<file path="config.mk">
export PLATFORM = sky130hd
export DESIGN_NAME = uart_reg_tx_v2
export DESIGN_NICKNAME = d
export VERILOG_FILES = /design/src/rtl/uart_tx_pkg.sv /design/src/rtl/uart_tx_sync_fifo.sv /design/src/rtl/uart_reg_tx_v2.sv
export SDC_FILE = /design/constraint.sdc
export NUM_CORES = 1
export LEC_CHECK = 0
export BUFFER_PORTS_ARGS = -buffer_cell sky130_fd_sc_hd__buf_2
export CORE_AREA = 4 4 290 235
export CTS_CLUSTER_DIAMETER = 200
export CTS_CLUSTER_SIZE = 12
export DETAILED_ROUTE_END_ITERATION = 8
export DIE_AREA = 0 0 294 239
export PLACE_DENSITY_LB_ADDON = 0.2
export REMOVE_ABC_BUFFERS = 1
export SLEW_MARGIN = 20
export SYNTH_ARGS = -nofsm -noshare
export SYNTH_HDL_FRONTEND = slang
export SYNTH_SLANG_ARGS = --single-unit
</file>
<file path="constraint.sdc">
create_clock -name clk -period 3.9 [get_ports clk]
set_input_delay 0.39 -clock clk [delete_from_list [all_inputs] [get_ports clk]]
set_output_delay 0.39 -clock clk [all_outputs]
set_load 0.01 [all_outputs]
</file>
<file path="src/rtl/uart_tx_pkg.sv">
`default_nettype none
// ============================================================================
// Module      : uart_tx_pkg
// Description : Shared constants and helpers for the register-to-UART
//               transmitter: parity modes, FSM state encoding, baud divisor
//               and parity computation.
// Revision    : 2.0 - parametrised successor with FIFO and byte ordering
// ============================================================================
package uart_tx_pkg;

  // Parity modes
  localparam int PAR_NONE = 0;
  localparam int PAR_ODD  = 1;
  localparam int PAR_EVEN = 2;

  // Serializer FSM state encoding
  localparam int STATE_W = 3;
  typedef logic [STATE_W-1:0] state_t;

  localparam logic [STATE_W-1:0] ST_IDLE   = 3'd0;
  localparam logic [STATE_W-1:0] ST_START  = 3'd1;
  localparam logic [STATE_W-1:0] ST_DATA   = 3'd2;
  localparam logic [STATE_W-1:0] ST_PARITY = 3'd3;
  localparam logic [STATE_W-1:0] ST_STOP   = 3'd4;

  // Clock cycles per UART bit; clk_fre is in MHz
  function automatic int clks_per_bit(input int clk_fre, input int bps);
    return (clk_fre * 1000000) / bps;
  endfunction

  // Parity bit for one data byte; a line-idle 1 is returned when parity is off
  function automatic logic parity_bit(input logic [7:0] data, input int mode);
    if (mode == PAR_EVEN) begin
      return ^data;
    end else if (mode == PAR_ODD) begin
      return ~(^data);
    end
    return 1'b1;
  endfunction

endpackage
`default_nettype wire

</file>
<file path="src/rtl/uart_tx_sync_fifo.sv">
`default_nettype none
// ============================================================================
// Module      : uart_tx_sync_fifo
// Description : Single-clock FIFO with a word-count level output. Read data
//               is shown at the head combinationally so a pop and its load
//               happen in the same cycle. Pointers wrap modulo DEPTH; the
//               level counter tells full from empty.
// Revision    : 2.0 - initial parametrised version
// ============================================================================
module uart_tx_sync_fifo #(
  parameter int WIDTH = 32,
  parameter int DEPTH = 16
) (
  input  logic                     clk,
  input  logic                     rst,
  input  logic                     push,
  input  logic [WIDTH-1:0]         wdata,
  input  logic                     pop,
  output logic [WIDTH-1:0]         rdata,
  output logic [$clog2(DEPTH):0]   level,
  output logic                     full,
  output logic                     empty
);

  localparam int PTR_W = $clog2(DEPTH);
  localparam int LVL_W = PTR_W + 1;

  logic [WIDTH-1:0] mem_q [DEPTH];
  logic [PTR_W-1:0] wr_ptr_q, wr_ptr_d;
  logic [PTR_W-1:0] rd_ptr_q, rd_ptr_d;
  logic [LVL_W-1:0] level_q, level_d;
  logic             do_push;
  logic             do_pop;

  assign full    = (level_q == LVL_W'(DEPTH));
  assign empty   = (level_q == '0);
  assign do_push = push && !full;
  assign do_pop  = pop && !empty;
  assign rdata   = mem_q[rd_ptr_q];
  assign level   = level_q;

  // Pointer and level update; simultaneous push and pop keep the level
  always_comb begin
    wr_ptr_d = wr_ptr_q;
    rd_ptr_d = rd_ptr_q;
    level_d  = level_q;
    if (do_push) begin
      wr_ptr_d = wr_ptr_q + 1'b1;
    end
    if (do_pop) begin
      rd_ptr_d = rd_ptr_q + 1'b1;
    end
    case ({do_push, do_pop})
      2'b10:   level_d = level_q + 1'b1;
      2'b01:   level_d = level_q - 1'b1;
      default: level_d = level_q;
    endcase
  end

  // Storage array; contents need no reset since the level gates every read
  always_ff @(posedge clk) begin
    if (do_push) begin
      mem_q[wr_ptr_q] <= wdata;
    end
  end

  // Pointer and level registers
  always_ff @(posedge clk) begin
    if (rst) begin
      wr_ptr_q <= '0;
      rd_ptr_q <= '0;
      level_q  <= '0;
    end else begin
      wr_ptr_q <= wr_ptr_d;
      rd_ptr_q <= rd_ptr_d;
      level_q  <= level_d;
    end
  end

endmodule
`default_nettype wire

</file>
<file path="src/rtl/uart_reg_tx_v2.sv">
`default_nettype none
// ============================================================================
// Module      : uart_reg_tx_v2
// Description : Register-to-UART transmitter. Words enter a FIFO through a
//               valid/ready handshake, are split into bytes in a selectable
//               order and sent as UART frames with optional parity and one
//               or two stop bits. Consecutive bytes and words go out with no
//               idle gap.
// Revision    : 2.0 - parametrised successor with FIFO and byte ordering
// ============================================================================
module uart_reg_tx_v2
  import uart_tx_pkg::*;
#(
  parameter int CLK_FRE    = 50,
  parameter int BPS        = 115200,
  parameter int REG_WIDTH  = 32,
  parameter int FIFO_DEPTH = 16,
  parameter int BYTE_ORDER = 0,
  parameter int PARITY     = 0,
  parameter int STOP_BITS  = 1
) (
  input  logic                          clk,
  input  logic                          rst,
  input  logic [REG_WIDTH-1:0]          uart_tx_reg,
  input  logic                          uart_tx_valid,
  output logic                          uart_tx_ready,
  output logic                          uart_tx_pin,
  output logic                          tx_busy,
  output logic [$clog2(FIFO_DEPTH):0]   fifo_level
);

  localparam int CPB    = clks_per_bit(CLK_FRE, BPS);
  localparam int CNT_W  = $clog2(CPB);
  localparam int NBYTES = REG_WIDTH / 8;
  localparam int IDX_W  = (NBYTES > 1) ? $clog2(NBYTES) : 1;

  localparam logic [CNT_W-1:0] CNT_LAST  = CNT_W'(CPB - 1);
  localparam logic [IDX_W-1:0] LAST_BYTE = IDX_W'(NBYTES - 1);

  logic [STATE_W-1:0]   state_q, state_d;
  logic [CNT_W-1:0]     baud_cnt_q, baud_cnt_d;
  logic [2:0]           bit_idx_q, bit_idx_d;
  logic [IDX_W-1:0]     byte_idx_q, byte_idx_d;
  logic                 stop_cnt_q, stop_cnt_d;
  logic [REG_WIDTH-1:0] word_q, word_d;
  logic                 pin_q, pin_d;

  logic                 fifo_pop;
  logic                 fifo_full;
  logic                 fifo_empty;
  logic [REG_WIDTH-1:0] fifo_rdata;
  logic                 bit_end;
  logic                 last_stop;
  logic [IDX_W-1:0]     sel_idx;
  logic [7:0]           cur_byte;

  uart_tx_sync_fifo #(
    .WIDTH (REG_WIDTH),
    .DEPTH (FIFO_DEPTH)
  ) u_fifo (
    .clk   (clk),
    .rst   (rst),
    .push  (uart_tx_valid && uart_tx_ready),
    .wdata (uart_tx_reg),
    .pop   (fifo_pop),
    .rdata (fifo_rdata),
    .level (fifo_level),
    .full  (fifo_full),
    .empty (fifo_empty)
  );

  assign uart_tx_ready = !fifo_full;
  assign tx_busy       = (state_q != ST_IDLE) || !fifo_empty;
  assign uart_tx_pin   = pin_q;
  assign bit_end       = (baud_cnt_q == CNT_LAST);
  assign last_stop     = (STOP_BITS < 2) ? 1'b1 : stop_cnt_q;

  // Serializer next state: bit timing, byte stepping and FIFO pops
  always_comb begin
    state_d    = state_q;
    baud_cnt_d = baud_cnt_q;
    bit_idx_d  = bit_idx_q;
    byte_idx_d = byte_idx_q;
    stop_cnt_d = stop_cnt_q;
    word_d     = word_q;
    fifo_pop   = 1'b0;
    if (state_q == ST_IDLE) begin
      baud_cnt_d = '0;
      if (!fifo_empty) begin
        fifo_pop   = 1'b1;
        word_d     = fifo_rdata;
        byte_idx_d = '0;
        bit_idx_d  = '0;
        stop_cnt_d = 1'b0;
        state_d    = ST_START;
      end
    end else begin
      baud_cnt_d = bit_end ? '0 : baud_cnt_q + 1'b1;
      if (bit_end) begin
        case (state_q)
          ST_START: begin
            state_d   = ST_DATA;
            bit_idx_d = '0;
          end
          ST_DATA: begin
            if (bit_idx_q == 3'd7) begin
              state_d    = (PARITY != PAR_NONE) ? ST_PARITY : ST_STOP;
              stop_cnt_d = 1'b0;
            end else begin
              bit_idx_d = bit_idx_q + 3'd1;
            end
          end
          ST_PARITY: begin
            state_d    = ST_STOP;
            stop_cnt_d = 1'b0;
          end
          ST_STOP: begin
            if (!last_stop) begin
              stop_cnt_d = 1'b1;
            end else if (byte_idx_q != LAST_BYTE) begin
              byte_idx_d = byte_idx_q + 1'b1;
              state_d    = ST_START;
            end else if (!fifo_empty) begin
              // Next word follows immediately after the final stop bit
              fifo_pop   = 1'b1;
              word_d     = fifo_rdata;
              byte_idx_d = '0;
              state_d    = ST_START;
            end else begin
              state_d = ST_IDLE;
            end
          end
          default: state_d = ST_IDLE;
        endcase
      end
    end
  end

  // Line level for the upcoming cycle, so the pin itself is a flop
  always_comb begin
    sel_idx  = (BYTE_ORDER != 0) ? (LAST_BYTE - byte_idx_d) : byte_idx_d;
    cur_byte = 8'h00;
    for (int k = 0; k < NBYTES; k++) begin
      if (sel_idx == IDX_W'(k)) begin
        cur_byte = word_d[8*k +: 8];
      end
    end
    case (state_d)
      ST_START:  pin_d = 1'b0;
      ST_DATA:   pin_d = cur_byte[bit_idx_d];
      ST_PARITY: pin_d = parity_bit(cur_byte, PARITY);
      default:   pin_d = 1'b1;
    endcase
  end

  // Serializer registers; reset drops any partial frame and idles the line
  always_ff @(posedge clk) begin
    if (rst) begin
      state_q    <= ST_IDLE;
      baud_cnt_q <= '0;
      bit_idx_q  <= '0;
      byte_idx_q <= '0;
      stop_cnt_q <= 1'b0;
      word_q     <= '0;
      pin_q      <= 1'b1;
    end else begin
      state_q    <= state_d;
      baud_cnt_q <= baud_cnt_d;
      bit_idx_q  <= bit_idx_d;
      byte_idx_q <= byte_idx_d;
      stop_cnt_q <= stop_cnt_d;
      word_q     <= word_d;
      pin_q      <= pin_d;
    end
  end

endmodule
`default_nettype wire

</file>
=== After elaboration in Yosys (flattened, before gate mapping) ===
Memories as Yosys holds them, arrays and structs flattened. A register that Yosys moved wholly into a read port is not among the register bits.
Cells that the tools add are included.

* Eq/ne operators: 15
* Reduce and logical (&&, ||, !) cells: 12
* Muxes and demuxes: 39
* $add $sub $neg: 7
* Magnitude comparators: 1

{| class="wikitable"
|+ Operator list
! kind !! count
|-
| 32-bit 2-to-1 mux || 5
|-
| 8-bit 2-to-1 mux || 4
|-
| 3-bit 2-to-1 mux || 8
|-
| 3-bit case mux with 4 select lines || 1
|-
| 1-bit 2-to-1 mux || 10
|-
| 2-bit 2-to-1 mux || 5
|-
| 5-bit case mux with 2 select lines || 1
|-
| 9-bit by 1-bit adder with 9-bit output (second input constant) || 1
|-
| 3-bit by 2-bit == test with 1-bit output (second input constant) || 3
|-
| 9-bit == test (second input constant) || 1
|-
| 4-bit by 1-bit adder with 4-bit output (second input constant) || 2
|-
| 4-bit 2-to-1 mux || 2
|-
| 2-bit == test (second input constant) || 3
|-
| 3-bit by 1-bit == test with 1-bit output (second input constant) || 2
|-
| 3-bit == test (second input constant) || 2
|-
| 3-bit case mux with 2 select lines || 1
|-
| 5-bit by 1-bit adder with 5-bit output (second input constant) || 1
|-
| 5-bit == test (second input constant) || 1
|-
| 5-bit logical NOT || 1
|-
| 5-bit by 1-bit subtractor with 5-bit output (second input constant) || 1
|-
| 2-bit by 1-bit == test with 1-bit output (second input constant) || 2
|-
| 3-bit by 4-bit less-than comparator with 1-bit output (second input constant) || 1
|-
| 3-bit by 1-bit adder with 3-bit output (second input constant) || 1
|-
| 1-bit binary-select mux with 3-bit select || 1
|-
| 11 further kinds || 14
|}

* Memories kept: 1
* Output and inout port bits: 8
* Bits in writable memories: 512
* Register bits: 63
* Input bits: 35
* Word-level logic and storage cells: 84

{| class="wikitable"
|+ Memories
! memory !! words !! bits a word !! rd ports !! clocked after Yosys merged registers in !! wr ports !! line !! text
|-
| u_fifo.mem_q || 16 || 32 || 1 || 1 || 1 || uart_tx_sync_fifo.sv:28 || <nowiki>logic [WIDTH-1:0] mem_q [DEPTH];</nowiki>
|}

=== Logic depth before layout (Yosys ltp) ===
* Depth after elaboration: 14
* Depth in mapped cells: 18
* Mapped depth without buffers: 15

=== Hierarchy ===
From an unflattened synthesis, not the netlist that was laid out.

* Cells, all modules: 1228
* Area total of the unflattened synthesis: 22770.6 um2

{| class="wikitable"
|+ By module, submodules not included
! module !! area an instance (um2) !! seq. area each (um2) !! cells an instance !! instances
|-
| uart_tx_sync_fifo || 20171.8 || 15715.1 || 915 || 1
|-
| uart_reg_tx_v2 || 2598.7 || 1001.0 || 313 || 1
|}

=== Least setup slack after synthesis ===
No wires, ideal clock.

* Kind: register to register
* From: reg u_fifo.level_q[0] (netlist: u_fifo.level[0])
* To: mem u_fifo.mem_q[3][0], enable pin
* Path slack: -0.031 ns
* Cell stages (with the launch flop): 7
* Data arrival time: 3.470 ns
* Period minus slack after synthesis: 3.931 ns
* Setup time: 0.461 ns
* Data required time: 3.439 ns
* Path buffers: 1
* Cells stage by stage: dfxtp_1 nor4_1 nand2_1 and2_1 clkbuf_1 nand2_1 nor3_1

* Cells in the longest elaborated chain, start to end: 6

{| class="wikitable"
|+ RTL lines
! element !! line !! text
|-
| from (decl) || uart_tx_sync_fifo.sv:31 || <nowiki>logic [LVL_W-1:0] level_q, level_d;</nowiki>
|-
| from (signal assigned) || uart_tx_sync_fifo.sv:76 || <nowiki>level_q <= level_d;</nowiki>
|-
| 5-bit == test (*) || uart_tx_sync_fifo.sv:35 || <nowiki>assign full = (level_q == LVL_W'(DEPTH));</nowiki>
|-
| 1-bit logical NOT (*) || uart_reg_tx_v2.sv:72 || <nowiki>assign uart_tx_ready = !fifo_full;</nowiki>
|-
| via uart_tx_ready || uart_reg_tx_v2.sv:26 || <nowiki>output logic uart_tx_ready,</nowiki>
|-
| 1-bit logical AND || uart_reg_tx_v2.sv:63 || <nowiki>.push (uart_tx_valid && uart_tx_ready),</nowiki>
|-
| 1-bit logical AND (*) || uart_tx_sync_fifo.sv:37 || <nowiki>assign do_push = push && !full;</nowiki>
|-
| 1-bit 2-to-1 mux (*) || uart_tx_sync_fifo.sv:62 || <nowiki>if (do_push) begin</nowiki>
|-
| 1-bit 2-to-1 mux (implied by the code) (*) || uart_tx_sync_fifo.sv:63 || <nowiki>mem_q[wr_ptr_q] <= wdata;</nowiki>
|-
| to (decl) || uart_tx_sync_fifo.sv:28 ||
|}

The timed path passes the listed nets; every way through them passes the cells marked *.

=== Worst setup path after layout ===
* From: reg baud_cnt_q[0]
* To: reg u_fifo.level_q[4] (netlist: u_fifo.level[4])

* Cells in the longest elaborated chain, start to end: 6
* Elaborated cells on any way between the ends: 8
* Classes of those cells: 3 x eq/ne; 3 x mux; 2 x reduce/logical

{| class="wikitable"
|+ RTL lines
! element !! line !! text
|-
| from (decl) || uart_reg_tx_v2.sv:41 || <nowiki>logic [CNT_W-1:0] baud_cnt_q, baud_cnt_d;</nowiki>
|-
| from (signal assigned) || uart_reg_tx_v2.sv:168 || <nowiki>baud_cnt_q <= baud_cnt_d;</nowiki>
|-
| 9-bit == test (*) || uart_reg_tx_v2.sv:75 || <nowiki>assign bit_end = (baud_cnt_q == CNT_LAST);</nowiki>
|-
| 1-bit 2-to-1 mux (*) || uart_reg_tx_v2.sv:99 || <nowiki>if (bit_end) begin</nowiki>
|-
| 1-bit 2-to-1 mux (*) || uart_reg_tx_v2.sv:87 || <nowiki>if (state_q == ST_IDLE) begin</nowiki>
|-
| 1-bit logical AND (*) || uart_tx_sync_fifo.sv:38 || <nowiki>assign do_pop = pop && !empty;</nowiki>
|-
| 2-bit by 1-bit == test with 1-bit output / 2-bit == test (equally long branches) || uart_tx_sync_fifo.sv:53 || <nowiki>case ({do_push, do_pop})</nowiki>
|-
| 5-bit case mux with 2 select lines / 2-bit nonzero test (equally long branches) || -- ||
|}

Every way passes the cells marked *; elsewhere a longest branch is shown, timed or not.
A chain may end at the register's enable or synchronous reset.

==> results.json <==
{
  "status": "finished clean",
  "synth_top_cell_area_share_pct": 67.8,
  "nets": 1290,
  "cp-end-kind": "flip-flop",
  "finalSetupViolations": 0,
  "ys.warnings.count": 0,
  "hold_class": "in2reg",
  "start_kind": "flip-flop",
  "post_cts_buffers": 0,
  "grt_overflow": 0,
  "drc": 0,
  "crit_arrival_ns": 3.71,
  "track_usage_pct": 15.6,
  "synth_flop_cell": "edfxtp_1",
  "cts-htree-levels": 2,
  "dr.pass1.iters": 5,
  "power_mw": 15.2,
  "routed_wl_mm": 54.7,
  "critPathMaxFanout": 8,
  "finalCritPeriodShare_pct": 82.1,
  "post-route-min-period_ns": 3.20,
  "final_cells": 2139,
  "ys_seq_elements": 579,
  "dp_hpwl_mm": 28.6,
  "clock_latency_ns": 0.63,
  "dp.cells": 2045,
  "path_class": "reg2reg",
  "initial_core_util_pct": 34.7,
  "fill_cells": 5860,
  "area_growth_pct": 13.0,
  "fp.dieH_um": 239,
  "clockBufferDepth": 3,
  "seq_area_um2": 16700,
  "irDropWorstVdd_mv": 0.346,
  "max_freq_mhz": 312,
  "final_util_pct": 39.2,
  "power_density_nw_per_um2": 594,
  "worstPathRequired_ns": 4.41,
  "stdcell_area_um2": 25600,
  "rsz0062_at_grt": "no",
  "postSynth.asyncResetShare_pct": 0,
  "vias": 11200,
  "synth_edf_count": 512,
  "root_buffer": "clkbuf_16",
  "drive_above_1_share_pct": 24.9,
  "clkTransAtPathRegs_ns": 0.06,
  "layout_setup_ws_ns": 0.698,
  "die_area_um2": 70300,
  "ant_nets": 0,
  "multi_input_area_um2": 5690,
  "antenna_found_initial": 5,
  "grt_max_degree": 53,
  "hold_viol": 0,
  "coreArea_um2": 65300,
  "clock-sinks": 579,
  "skew_ns": 0.0601,
  "place_ws_ns": 0.791,
  "viasPerCell": 5.25,
  "cap_violations": 0,
  "ys_types": 72,
  "fp.dieW_um": 294,
  "grt_pass1_wl_mm": 80.3,
  "grt_pass1_vias": 11500,
  "gp_congestion": 0.824,
  "synth_area_leaders": "edfxtp_1 68%, mux4_2 15%, dfxtp_1 5.9%, nand2_1 1.3%, a21oi_1 1.1%",
  "syn-instance-count": 1171,
  "postCtsResizedCells": 0,
  "cts_tree": "yes",
  "pin_count": 43,
  "synth_area_leader_cell": "edfxtp_1",
  "num_rows": 84,
  "avgRoutedWirePerCell_um": 25.6,
  "worst_pin_slew_ns": 0.898,
  "slew_violations": 0,
  "syn_avg_cell_area_um2": 19.4,
  "first_iter_violations": 1098,
  "placed_area_um2": 24000,
  "io_buffers": 42,
  "slew_headroom_pct": 39.5,
  "cts_buffers": 54,
  "p_leak_nw": 7.91,
  "syn-cell-area_um2": 22700,
  "hold_buffers": 0,
  "ys_seq_area_share_pct": 73.7
}
## registers in the layout, summed over array words and instances, names as in the netlist, named ones only
name / cells
uart_tx_pin: 1
baud_cnt_q: 9
state_q: 3
byte_idx_q: 2
u_fifo.wr_ptr_q: 4
u_fifo.level: 5
u_fifo.mem_q: 512
bit_idx_q: 3
u_fifo.rd_ptr_q: 4
word_q: 32
## layout by cell type, fill, tap and decap left out, types with 13 or more instances in the layout
cell / n
dfxtp_1: 63
inv_1: 14
edfxtp_1: 512
nand3_1: 14
nor2_1: 53
nand2_1: 76
buf_4: 33
mux4_2: 148
a22oi_1: 14
buf_2: 42
a21oi_1: 51
clkbuf_1: 34
clkbuf_16: 54
ha_1: 13
## cell families (layout without fill, tap and decap cells)
group,after synthesis,count (layout),synth area share [%]
AO/OA/AOI/OAI,124,124,3.71
XOR/XNOR,17,17,0.657
adder cells (fa/ha/maj),14,14,0.806
buffers and inverters,78,184,1.64
flip-flops,579,579,73.7
multiplexers,155,155,15.3
other,0,2,0
AND/OR/NAND/NOR,204,204,4.12
## through the flow
stage | setup TNS, ns | hold slack [ns]
floorplan | -89.49 | 0.426
global placement | 0 | 0.441
detailed placement | 0 | 0.445
CTS | 0 | 0.0522
global route | 0 | 0.0724
finish | 0 | 0.0963
## cell usage after synthesis, drive strengths merged (3+ instances only)
cell type,number
and2,4
edfxtp,512
o21ai,15
clkbuf,28
xor2,9
xnor2,8
and3,3
nand3,14
a21o,3
buf,35
nand4,6
mux4,152
a21oi,51
nor2b,8
ha,13
a31o,3
nor3,9
a211oi,5
a31oi,6
inv,15
nand2,76
o221ai,3
nand2b,3
a22oi,14
nor2,66
dfxtp,67
## routing by layer
| layer | up-vias | wire length, µm | GRT usage, % |
|---|---|---|---|
| li1 | 4896 | - | - |
| met1 | 5988 | 26400 | 23.6 |
| met2 | 275 | 24900 | 23.9 |
| met3 | 71 | 2440 | 2.43 |
| met4 | 0 | 979 | 3.45 |
| met5 | - | 0 | 0 |
## critical path, stage by stage (launching register included)
cell,delay (ns)
dfxtp_1,0.40
ha_1,0.19
and4b_1,0.38
a31oi_1,0.17
or2_2,0.34
inv_2,0.07
ha_1,0.22
inv_1,0.10
fa_1,0.40
inv_1,0.07
a21o_1,0.10
a21oi_1,0.07
xnor2_1,0.13
or3_1,0.30
a21oi_1,0.14
## area by class of cell
| class | count | share of cell area [%] |
|---|---|---|
| Antenna cell | 2 | 0.0195 |
| Clock buffer | 88 | 5.78 |
| Clock inverter | 4 | 0.303 |
| Inverter | 15 | 0.220 |
| Multi-Input combinational cell | 514 | 22.2 |
| Sequential cell | 579 | 65.3 |
| Tap cell | 860 | 4.20 |
| Timing Repair Buffer | 77 | 1.94 |
## path summary, 6_finish.rpt
| kind | startpoint | endpoint | slack (ns) | cells after the start |
|---|---|---|---|---|
| setup / recovery | baud_cnt_q[0]$_SDFF_PP0_ | u_fifo.level[4]$_SDFFE_PP0P_ | 0.70 | 14 |
| hold / removal | rst | state_q[2]$_SDFF_PP0_ | 0.1 | 2 |
| setup reg to reg | baud_cnt_q[0]$_SDFF_PP0_ | u_fifo.level[4]$_SDFFE_PP0P_ | 0.70 | 14 |
| hold reg to reg | word_q[17]$_SDFF_PP0_ | word_q[17]$_SDFF_PP0_ | 0.46 | 2 |
## power by group
part           internal (mW)  switching, mW  leakage, nW
clock network           2.59           2.26        0.740
logic                   1.43           1.65         2.00
registers               7.03          0.257         5.17
Power figures use the tool's default switching activity.
